<file path="config.mk">
export PLATFORM = sky130hd
export DESIGN_NAME = frame_rx
export DESIGN_NICKNAME = d
export VERILOG_FILES = /design/src/rtl/frame_rx.sv
export SDC_FILE = /design/constraint.sdc
export NUM_CORES = 1
export LEC_CHECK = 0
export BUFFER_PORTS_ARGS = -buffer_cell sky130_fd_sc_hd__buf_4
export CORE_ASPECT_RATIO = 2
export CORE_MARGIN = 5
export CORE_UTILIZATION = 62
export DETAILED_ROUTE_END_ITERATION = 10
export PLACE_DENSITY_LB_ADDON = 0.1
export SLEW_MARGIN = 5
export SYNTH_ARGS = -nofsm -noshare
export SYNTH_HDL_FRONTEND = slang
export SYNTH_SLANG_ARGS = --single-unit
</file>
<file path="constraint.sdc">
create_clock -name clk -period 5.4 [get_ports clk]
set_input_delay 0.81 -clock clk [delete_from_list [all_inputs] [get_ports clk]]
set_output_delay 0.81 -clock clk [all_outputs]
set_load 0.005 [all_outputs]
</file>
<file path="src/rtl/frame_rx.sv">
`default_nettype none
// ============================================================================
// frame_rx : locks onto a sync byte, gathers a checksummed fixed-length
//            payload and publishes it atomically on a good frame.
// Rev 1.0
// ============================================================================
module frame_rx #(
  parameter int         FRAME_LEN    = 20,
  parameter logic [7:0] SYNC_BYTE    = 8'hA5,
  parameter int         GAP_CYCLES   = 50000,
  parameter int         STALE_CYCLES = 50000000
) (
  input  logic       clk,
  input  logic       rst,
  input  logic [7:0] rx_data,
  input  logic       rx_valid,
  output logic [7:0] data [FRAME_LEN-1:0],
  output logic       frame_ok,
  output logic       frame_err,
  output logic       stale
);

  localparam int IDX_W   = (FRAME_LEN > 1) ? $clog2(FRAME_LEN) : 1;
  localparam int GAP_W   = $clog2(GAP_CYCLES + 1);
  localparam int STALE_W = $clog2(STALE_CYCLES + 1);

  localparam logic [IDX_W-1:0]   LAST_IDX  = IDX_W'(FRAME_LEN - 1);
  localparam logic [GAP_W-1:0]   GAP_LAST  = GAP_W'(GAP_CYCLES - 1);
  localparam logic [STALE_W-1:0] STALE_MAX = STALE_W'(STALE_CYCLES);

  typedef enum logic [1:0] {
    HUNT    = 2'd0,
    PAYLOAD = 2'd1,
    CHECK   = 2'd2
  } state_t;

  state_t             state;
  logic [7:0]         shadow [FRAME_LEN-1:0];
  logic [IDX_W-1:0]   idx;
  logic [7:0]         sum;
  logic [GAP_W-1:0]   gap_cnt;
  logic [STALE_W-1:0] stale_cnt;
  logic               gap_expire;
  logic               good;

  // The timeout fires in the idle cycle that would take the counter to
  // GAP_CYCLES; a byte arriving in that same cycle is accepted instead.
  always_comb begin
    gap_expire = 1'b0;
    good       = 1'b0;
    gap_expire = (state != HUNT) && !rx_valid && (gap_cnt == GAP_LAST);
    good       = (state == CHECK) && rx_valid && (rx_data == sum);
  end

  always_ff @(posedge clk) begin
    if (rst) begin
      state     <= HUNT;
      idx       <= '0;
      sum       <= '0;
      gap_cnt   <= '0;
      stale_cnt <= '0;
      frame_ok  <= 1'b0;
      frame_err <= 1'b0;
      stale     <= 1'b1;
      for (int i = 0; i < FRAME_LEN; i++) begin
        data[i]   <= 8'h00;
        shadow[i] <= 8'h00;
      end
    end else begin
      frame_ok  <= 1'b0;
      frame_err <= 1'b0;

      // stale is sticky from reset until the first good frame arrives
      if (good) begin
        stale_cnt <= '0;
        stale     <= 1'b0;
      end else begin
        if (stale_cnt != STALE_MAX) begin
          stale_cnt <= stale_cnt + 1'b1;
        end
        if (stale_cnt >= STALE_MAX - 1'b1) begin
          stale <= 1'b1;
        end
      end

      case (state)
        HUNT: begin
          gap_cnt <= '0;
          if (rx_valid && (rx_data == SYNC_BYTE)) begin
            idx   <= '0;
            sum   <= '0;
            state <= PAYLOAD;
          end
        end

        PAYLOAD: begin
          if (rx_valid) begin
            shadow[idx] <= rx_data;
            sum         <= sum + rx_data;
            gap_cnt     <= '0;
            if (idx == LAST_IDX) begin
              state <= CHECK;
            end else begin
              idx <= idx + 1'b1;
            end
          end else if (gap_expire) begin
            frame_err <= 1'b1;
            gap_cnt   <= '0;
            state     <= HUNT;
          end else begin
            gap_cnt <= gap_cnt + 1'b1;
          end
        end

        CHECK: begin
          if (rx_valid) begin
            gap_cnt <= '0;
            state   <= HUNT;
            if (good) begin
              frame_ok <= 1'b1;
              for (int i = 0; i < FRAME_LEN; i++) begin
                data[i] <= shadow[i];
              end
            end else begin
              frame_err <= 1'b1;
            end
          end else if (gap_expire) begin
            frame_err <= 1'b1;
            gap_cnt   <= '0;
            state     <= HUNT;
          end else begin
            gap_cnt <= gap_cnt + 1'b1;
          end
        end

        default: state <= HUNT;
      endcase
    end
  end

endmodule
`default_nettype wire
</file>
==> reports/summary.txt, run 1 <==
Seq/Total Area, Yosys: 61.8%
Remaining Overflow, GRT: 0
VDD IR-drop max: 0.268 mV
hold_buf cts: 0
TritonRoute pass-1 iters: 5
unrepaired setup endpoints after global routing: false
Avg Synthesized Cell Area: 10.1 um2
status: finished, final reports clean
Die ar.: 27400 um2
CTS tree: yes
mux cell area share after synthesis: 0.0672%
worst-path fanout max: 102
Post-synth EDFFs: 160
pin count of the biggest net entering global routing: 175
# resized after CTS: 0
num rows: 80
Post-Syn Instances: 1478
largest family of logic cells by synthesized area: simple AND/OR/NAND/NOR gates
wire per inst: 18.0 um
Crit. End Element: register
initial antenna violation count: 0
async set-reset flop share out of synthesis: 0%
Critical Path AT: 3.73 ns
worst slew pin tran: 1.10 ns
setup repair bufs after CTS: 0
core footprint: 23800 um2
Placer Congestion: 0.929
final wirelength: 34500 um
Via density: 5.55
Iter 0 DRT Violations: 651
# setup viols final: 0
Critical path origin: rx_data[6]
top-level I/O count: 174
warnings from Yosys: 0
via count: 10600
Worst EP required: 5.87 ns
CTS sink cnt: 380
Pwr Density: 316 nW/um2
ys flop type: dfxtp_1
vias in the first global route: 10800
Worst Hold Class: reg2reg
share of the synthesized area in the top cell type: 32.2%
Syn Nets: 1508
HPWL after detailed placement: 22600 um
final non-filler cell total: 1915
Max-Cap Viols: 0
FF+latch count, synth: 380
most frequent cells in the layout: nand2_1, dfxtp_1, a21oi_1
n_diodes: 0
drt drc: 0
reg-to-reg critical path startpoint: sum[2]
Netlist Area Pre-Place: 14900 um2
layout cells sized above 1: 16.0%
register clock-pin slew on the reported worst setup and hold paths: 0.07 ns
Num CTS Buffers: 31
Final min period: 3.26 ns
H-tree Lvls: 1
Buffers on Ports: 173
global-route wire length before repair: 55700 um
fmax: 306 MHz
Synth-to-Final Area Change: 16.2%
Worst-Skew Late Latency: 0.56 ns
most common cell after layout, fill and taps aside: nand2_1
nets: 1633
dominant cell type by area after synthesis: edfxtp_1
Synth Area in Simple Gates: 23.5%
Tcrit/Tclk final: 60.4%
Starting Density: 62.6%
Max Slew Vio Count: 0
CP startpoint kind: input pin
Pleak: 6.36 nW
clock root cell: clkbuf_16
placed insts: 1857
top cells by area, synth: edfxtp_1, dfxtp_1, nand2_1
Layout Skew: 0.0116 ns
Total GRT Usage: 25.2%
ANT nets after route: 0
Die W: 120 um
Hold Path Origin: data[49]
Synth Area in Adders: 1.65%
setup TNS: 0 ns
Max-slew headroom: 26.4%
clk buf depth: 3
Compound-Gate Fraction of Synth Area: 7.97%
die height: 229 um
worst setup path category: in2reg
Netlist cell types: 58
Final Hold Vio Count: 0
XOR/XNOR share of the synthesized area: 2.23%
## per-stage QoR
step	setup slack (ns)	cell area, um2	total power [W]	hold WS (ns)	util [%]
6_report	2.14	17300	0.00547	0.455	72.7
5_1_grt	1.89	17300	0.00565	0.477	72.7
4_1_cts	2.15	17300	0.00551	0.456	72.7
3_5_place_dp	1.57	16300	0.00327	0.447	68.4
3_3_place_gp	1.61	16300	0.00326	0.443	68.4
2_1_floorplan	2.72	14900	0.00321	0.436	-
## layer usage
| layer | share of wire [%] | up-vias | global-route usage, % |
|---|---|---|---|
| met4 | 3.4 | 0 | 9.36 |
| met1 | 37 | 5113 | 28.0 |
| met5 | 0 | - | 0 |
| met3 | 4.0 | 69 | 3.01 |
| li1 | - | 5199 | - |
| met2 | 55 | 251 | 48.3 |
## logic make-up after synthesis
family                   Yosys count
flip-flops                       380
AO/OA/AOI/OAI                    220
buffers and inverters            101
XOR/XNOR                          38
AND/OR/NAND/NOR                  719
multiplexers                       1
adder cells (fa/ha/maj)           19
## Yosys cell counts, types with 3 or more instances
cell        n
a21o_1      3
a21oi_1   183
and2_1    162
and3_1      5
and4_1      4
buf_2      22
clkbuf_1   62
dfxtp_1   220
edfxtp_1  160
ha_1       18
inv_1      15
nand2_1   352
nand2b_1    9
nand3_1    25
nand3b_1    4
nand4_1    11
nand4b_1    3
nor2_1     80
nor3_1      9
nor4_1      5
nor4_4      3
o21ai_0    12
or2_2      21
or3_1       6
or4_1       4
xnor2_1    14
xor2_1     24
## where the power goes
part	leakage (nW)	internal [W]	total, W	switching [W]
logic	2.52	0.0000335	0.000147	0.000114
registers	3.35	0.00304	0.00306	0.0000186
clock network	0.491	0.00126	0.00227	0.00101
total	6.36	0.00434	0.00547	0.00114
## cell type report
| class | count | area, um2 |
|---|---|---|
| Inverter | 15 | 56.3 |
| Tap cell | 287 | 359 |
| Sequential cell | 380 | 9210 |
| Timing Repair Buffer | 178 | 1370 |
| Multi-Input combinational cell | 997 | 5290 |
| Fill cell | 1784 | 6510 |
| Clock buffer | 36 | 805 |
| Clock inverter | 22 | 224 |
## sequential cells by signal, indices dropped and copies added (netlist names)
| register | count |
|---|---|
| frame_err | 1 |
| state | 2 |
| gap_cnt | 16 |
| stale_cnt | 26 |
| data | 160 |
| shadow | 160 |
| sum | 8 |
| idx | 5 |
| frame_ok | 1 |
| stale | 1 |
## worst max-delay path: stages
cell	delay, ns
buf_4	0.23
ha_1	0.40
inv_1	0.09
nand4_1	0.14
or4_4	0.60
buf_4	0.96
a21oi_1	0.16
nor4b_1	0.25
## final timing paths
path,slack [ns],cells past startpoint,endpoint
min reg2reg,0.46,2,data[49]
max reg2reg,2.34,7,frame_err
min,0.46,2,data[49]
max,2.14,8,frame_err
No activity file was read; power rests on OpenSTA's default activity.
==> run 2, diff against run 1 <==
--- a/config.mk
+++ b/config.mk
@@ -8,7 +8,7 @@
 export BUFFER_PORTS_ARGS = -buffer_cell sky130_fd_sc_hd__buf_4
 export CORE_ASPECT_RATIO = 2
 export CORE_MARGIN = 5
-export CORE_UTILIZATION = 62
+export CORE_UTILIZATION = 52
 export DETAILED_ROUTE_END_ITERATION = 10
 export PLACE_DENSITY_LB_ADDON = 0.1
 export SLEW_MARGIN = 5
==> constraint.sdc (replaced) <==
create_clock -name clk -period 2.9 [get_ports clk]
set_input_delay 0.435 -clock clk [delete_from_list [all_inputs] [get_ports clk]]
set_output_delay 0.435 -clock clk [all_outputs]
set_load 0.005 [all_outputs]
==> run 2 against run 1 <==
Cell count grew 6.2%; sequential share of layout area shrank 1.7 points; worst setup slack lost 1.7 ns.
==> reports/summary.txt, run 2 (synthesis gave the netlist of run 1 again) <==
status: finished, final reports clean (unchanged)
H-tree Lvls: 2 (was 1)
met2 WL: 19700 um (was 19000 um)
most frequent cells in the layout: nand2_1, dfxtp_1, buf_4 (was nand2_1, dfxtp_1, a21oi_1)
CP startpoint kind: register (was input pin)
CTS sink cnt: 380 (unchanged)
TritonRoute pass-1 iters: 5 (unchanged)
Worst EP required: 3.36 ns (was 5.87 ns)
unrepaired setup endpoints after global routing: false (unchanged)
Iter 0 DRT Violations: 443 (was 651)
via count: 10800 (was 10600)
Tot Pwr: 0.0105 W (was 0.00547 W)
Pwr Density: 585 nW/um2 (was 316 nW/um2)
Pint: 0.00827 W (was 0.00434 W)
final wirelength: 35900 um (was 34500 um)
Max-slew headroom: 38.7% (was 26.4%)
register clock-pin slew on the reported worst setup and hold paths: 0.07 ns (about the same)
setup TNS: 0 ns (unchanged)
vias in the first global route: 11200 (was 10800)
global-route wire length before repair: 57400 um (was 55700 um)
Pleak: 6.69 nW (was 6.36 nW)
# setup viols final: 0 (unchanged)
Starting Density: 52.7% (was 62.6%)
Clock Power Share: 42.7% (was 41.5%)
Die ar.: 32400 um2 (was 27400 um2)
clock root cell: clkbuf_16 (unchanged)
core footprint: 28300 um2 (was 23800 um2)
Final min period: 2.49 ns
ANT nets after route: 0 (unchanged)
Top Layer Used: met4 (unchanged)
Psw: 0.00219 W (was 0.00114 W)
HPWL after detailed placement: 23500 um (was 22600 um)
VDD IR-drop max: 0.547 mV (was 0.268 mV)
fillers: 2423 (was 1784)
Multi-input gate area: 5290 um2 (unchanged)
top-level I/O count: 174 (unchanged)
Placer Congestion: 0.835 (was 0.929)
Worst-Skew Late Latency: 0.52 ns (was 0.56 ns)
Die W: 130 um (was 120 um)
num rows: 87 (was 80)
Crit. End Element: register (unchanged)
Worst Hold Class: in2reg (was reg2reg)
Buffers on Ports: 173 (unchanged)
nets: 1683 (was 1633)
Num CTS Buffers: 34 (was 31)
wire per inst: 17.7 um (was 18.0 um)
pin count of the biggest net entering global routing: 121 (was 175)
fmax: 402 MHz
layout cells sized above 1: 18.6% (was 16.0%)
worst setup path category: reg2reg (was in2reg)
# resized after CTS: 0 (unchanged)
Layout Skew: 0.00974 ns (was 0.0116 ns)
post-route cell area: 17900 um2 (was 17300 um2)
Final Hold Vio Count: 0 (unchanged)
Tcrit/Tclk final: 85.9%
drt drc: 0 (unchanged)
Routed met3 length: 1400 um (was 1380 um)
most common cell after layout, fill and taps aside: nand2_1 (unchanged)
Critical Path AT: 2.95 ns (was 3.73 ns)
CTS tree: yes (unchanged)
setup repair bufs after CTS: 0 (unchanged)
hold_buf cts: 0 (unchanged)
Via density: 5.31 (was 5.55)
met1 WL: 13200 um (was 12900 um)
proportion of power drawn by combinational gates: 2.9% (was 2.7%)
worst-path fanout max: 5 (was 102)
worst slew pin tran: 0.920 ns (was 1.10 ns)
Remaining Overflow, GRT: 0 (unchanged)
Synth-to-Final Area Change: 19.9% (was 16.2%)
initial antenna violation count: 0 (unchanged)
Total GRT Usage: 22.4% (was 25.2%)
Max-Cap Viols: 0 (unchanged)
die height: 249 um (was 229 um)
clk buf depth: 3 (unchanged)
DP Area: 16800 um2 (was 16300 um2)
Max Slew Vio Count: 0 (unchanged)
switching part of the total power: 21.0% (was 20.8%)
flip-flop and latch area: 9210 um2 (unchanged)
n_diodes: 0 (unchanged)
Seq pwr share: 54.4% (was 55.9%)
biggest regs: data (160), shadow (160), stale_cnt (26) (unchanged)
## run 2: worst max-delay path, stage by stage (launching register included)
cell     delay, ns
dfxtp_1       0.38
inv_1         0.07
ha_1          0.21
or4b_1        0.55
nor4_4        0.39
nor2_1        0.08
nor4b_1       0.55
buf_4         0.20
## run 2: power groups by stage
| stage | Combinational, W | Sequential, W | Clock (W) |
|---|---|---|---|
| floorplan | 0.000184 | 0.00580 | 0 |
| global placement | 0.000301 | 0.00581 | 0 |
| detailed placement | 0.000306 | 0.00581 | 0 |
| CTS | 0.000306 | 0.00569 | 0.00457 |
| global route | 0.000330 | 0.00570 | 0.00479 |
| finish | 0.000303 | 0.00569 | 0.00447 |
## run 2: layout make-up
class,count,share of cell area (%)
timing repair buffer,225,9.82
clock buffer,51,5.91
inverter,15,0.315
sequential,380,51.5
multi-input combinational,997,29.6
tap,356,2.49
clock inverter,10,0.322
## run 2: worst paths after layout
path	start	to	slack (ns)	cells after the start
max reg2reg	state[0]	frame_err	0.41	7
min	rx_valid	state[1]	0.26	3
min reg2reg	data[26]	data[26]	0.45	2
max	state[0]	frame_err	0.41	7
## run 2: through the flow
stage | hold slack (ns) | std cells | utilization (%) | worst slack (ns)
floorplan | 0.436 | 1478 | - | 0.596
global placement | 0.444 | 1973 | 59.2 | 0.295
detailed placement | 0.448 | 1973 | 59.2 | 0.273
CTS | 0.234 | 2034 | 63.2 | 0.360
global route | 0.256 | 2034 | 63.2 | 0.250
finish | 0.258 | 2034 | 63.2 | 0.409
## run 2: routing by layer
metal	up-vias	track usage, %
met4	0	10.6
met5	-	0
met2	253	41.6
met1	5141	24.1
li1	5310	-
met3	97	3.27
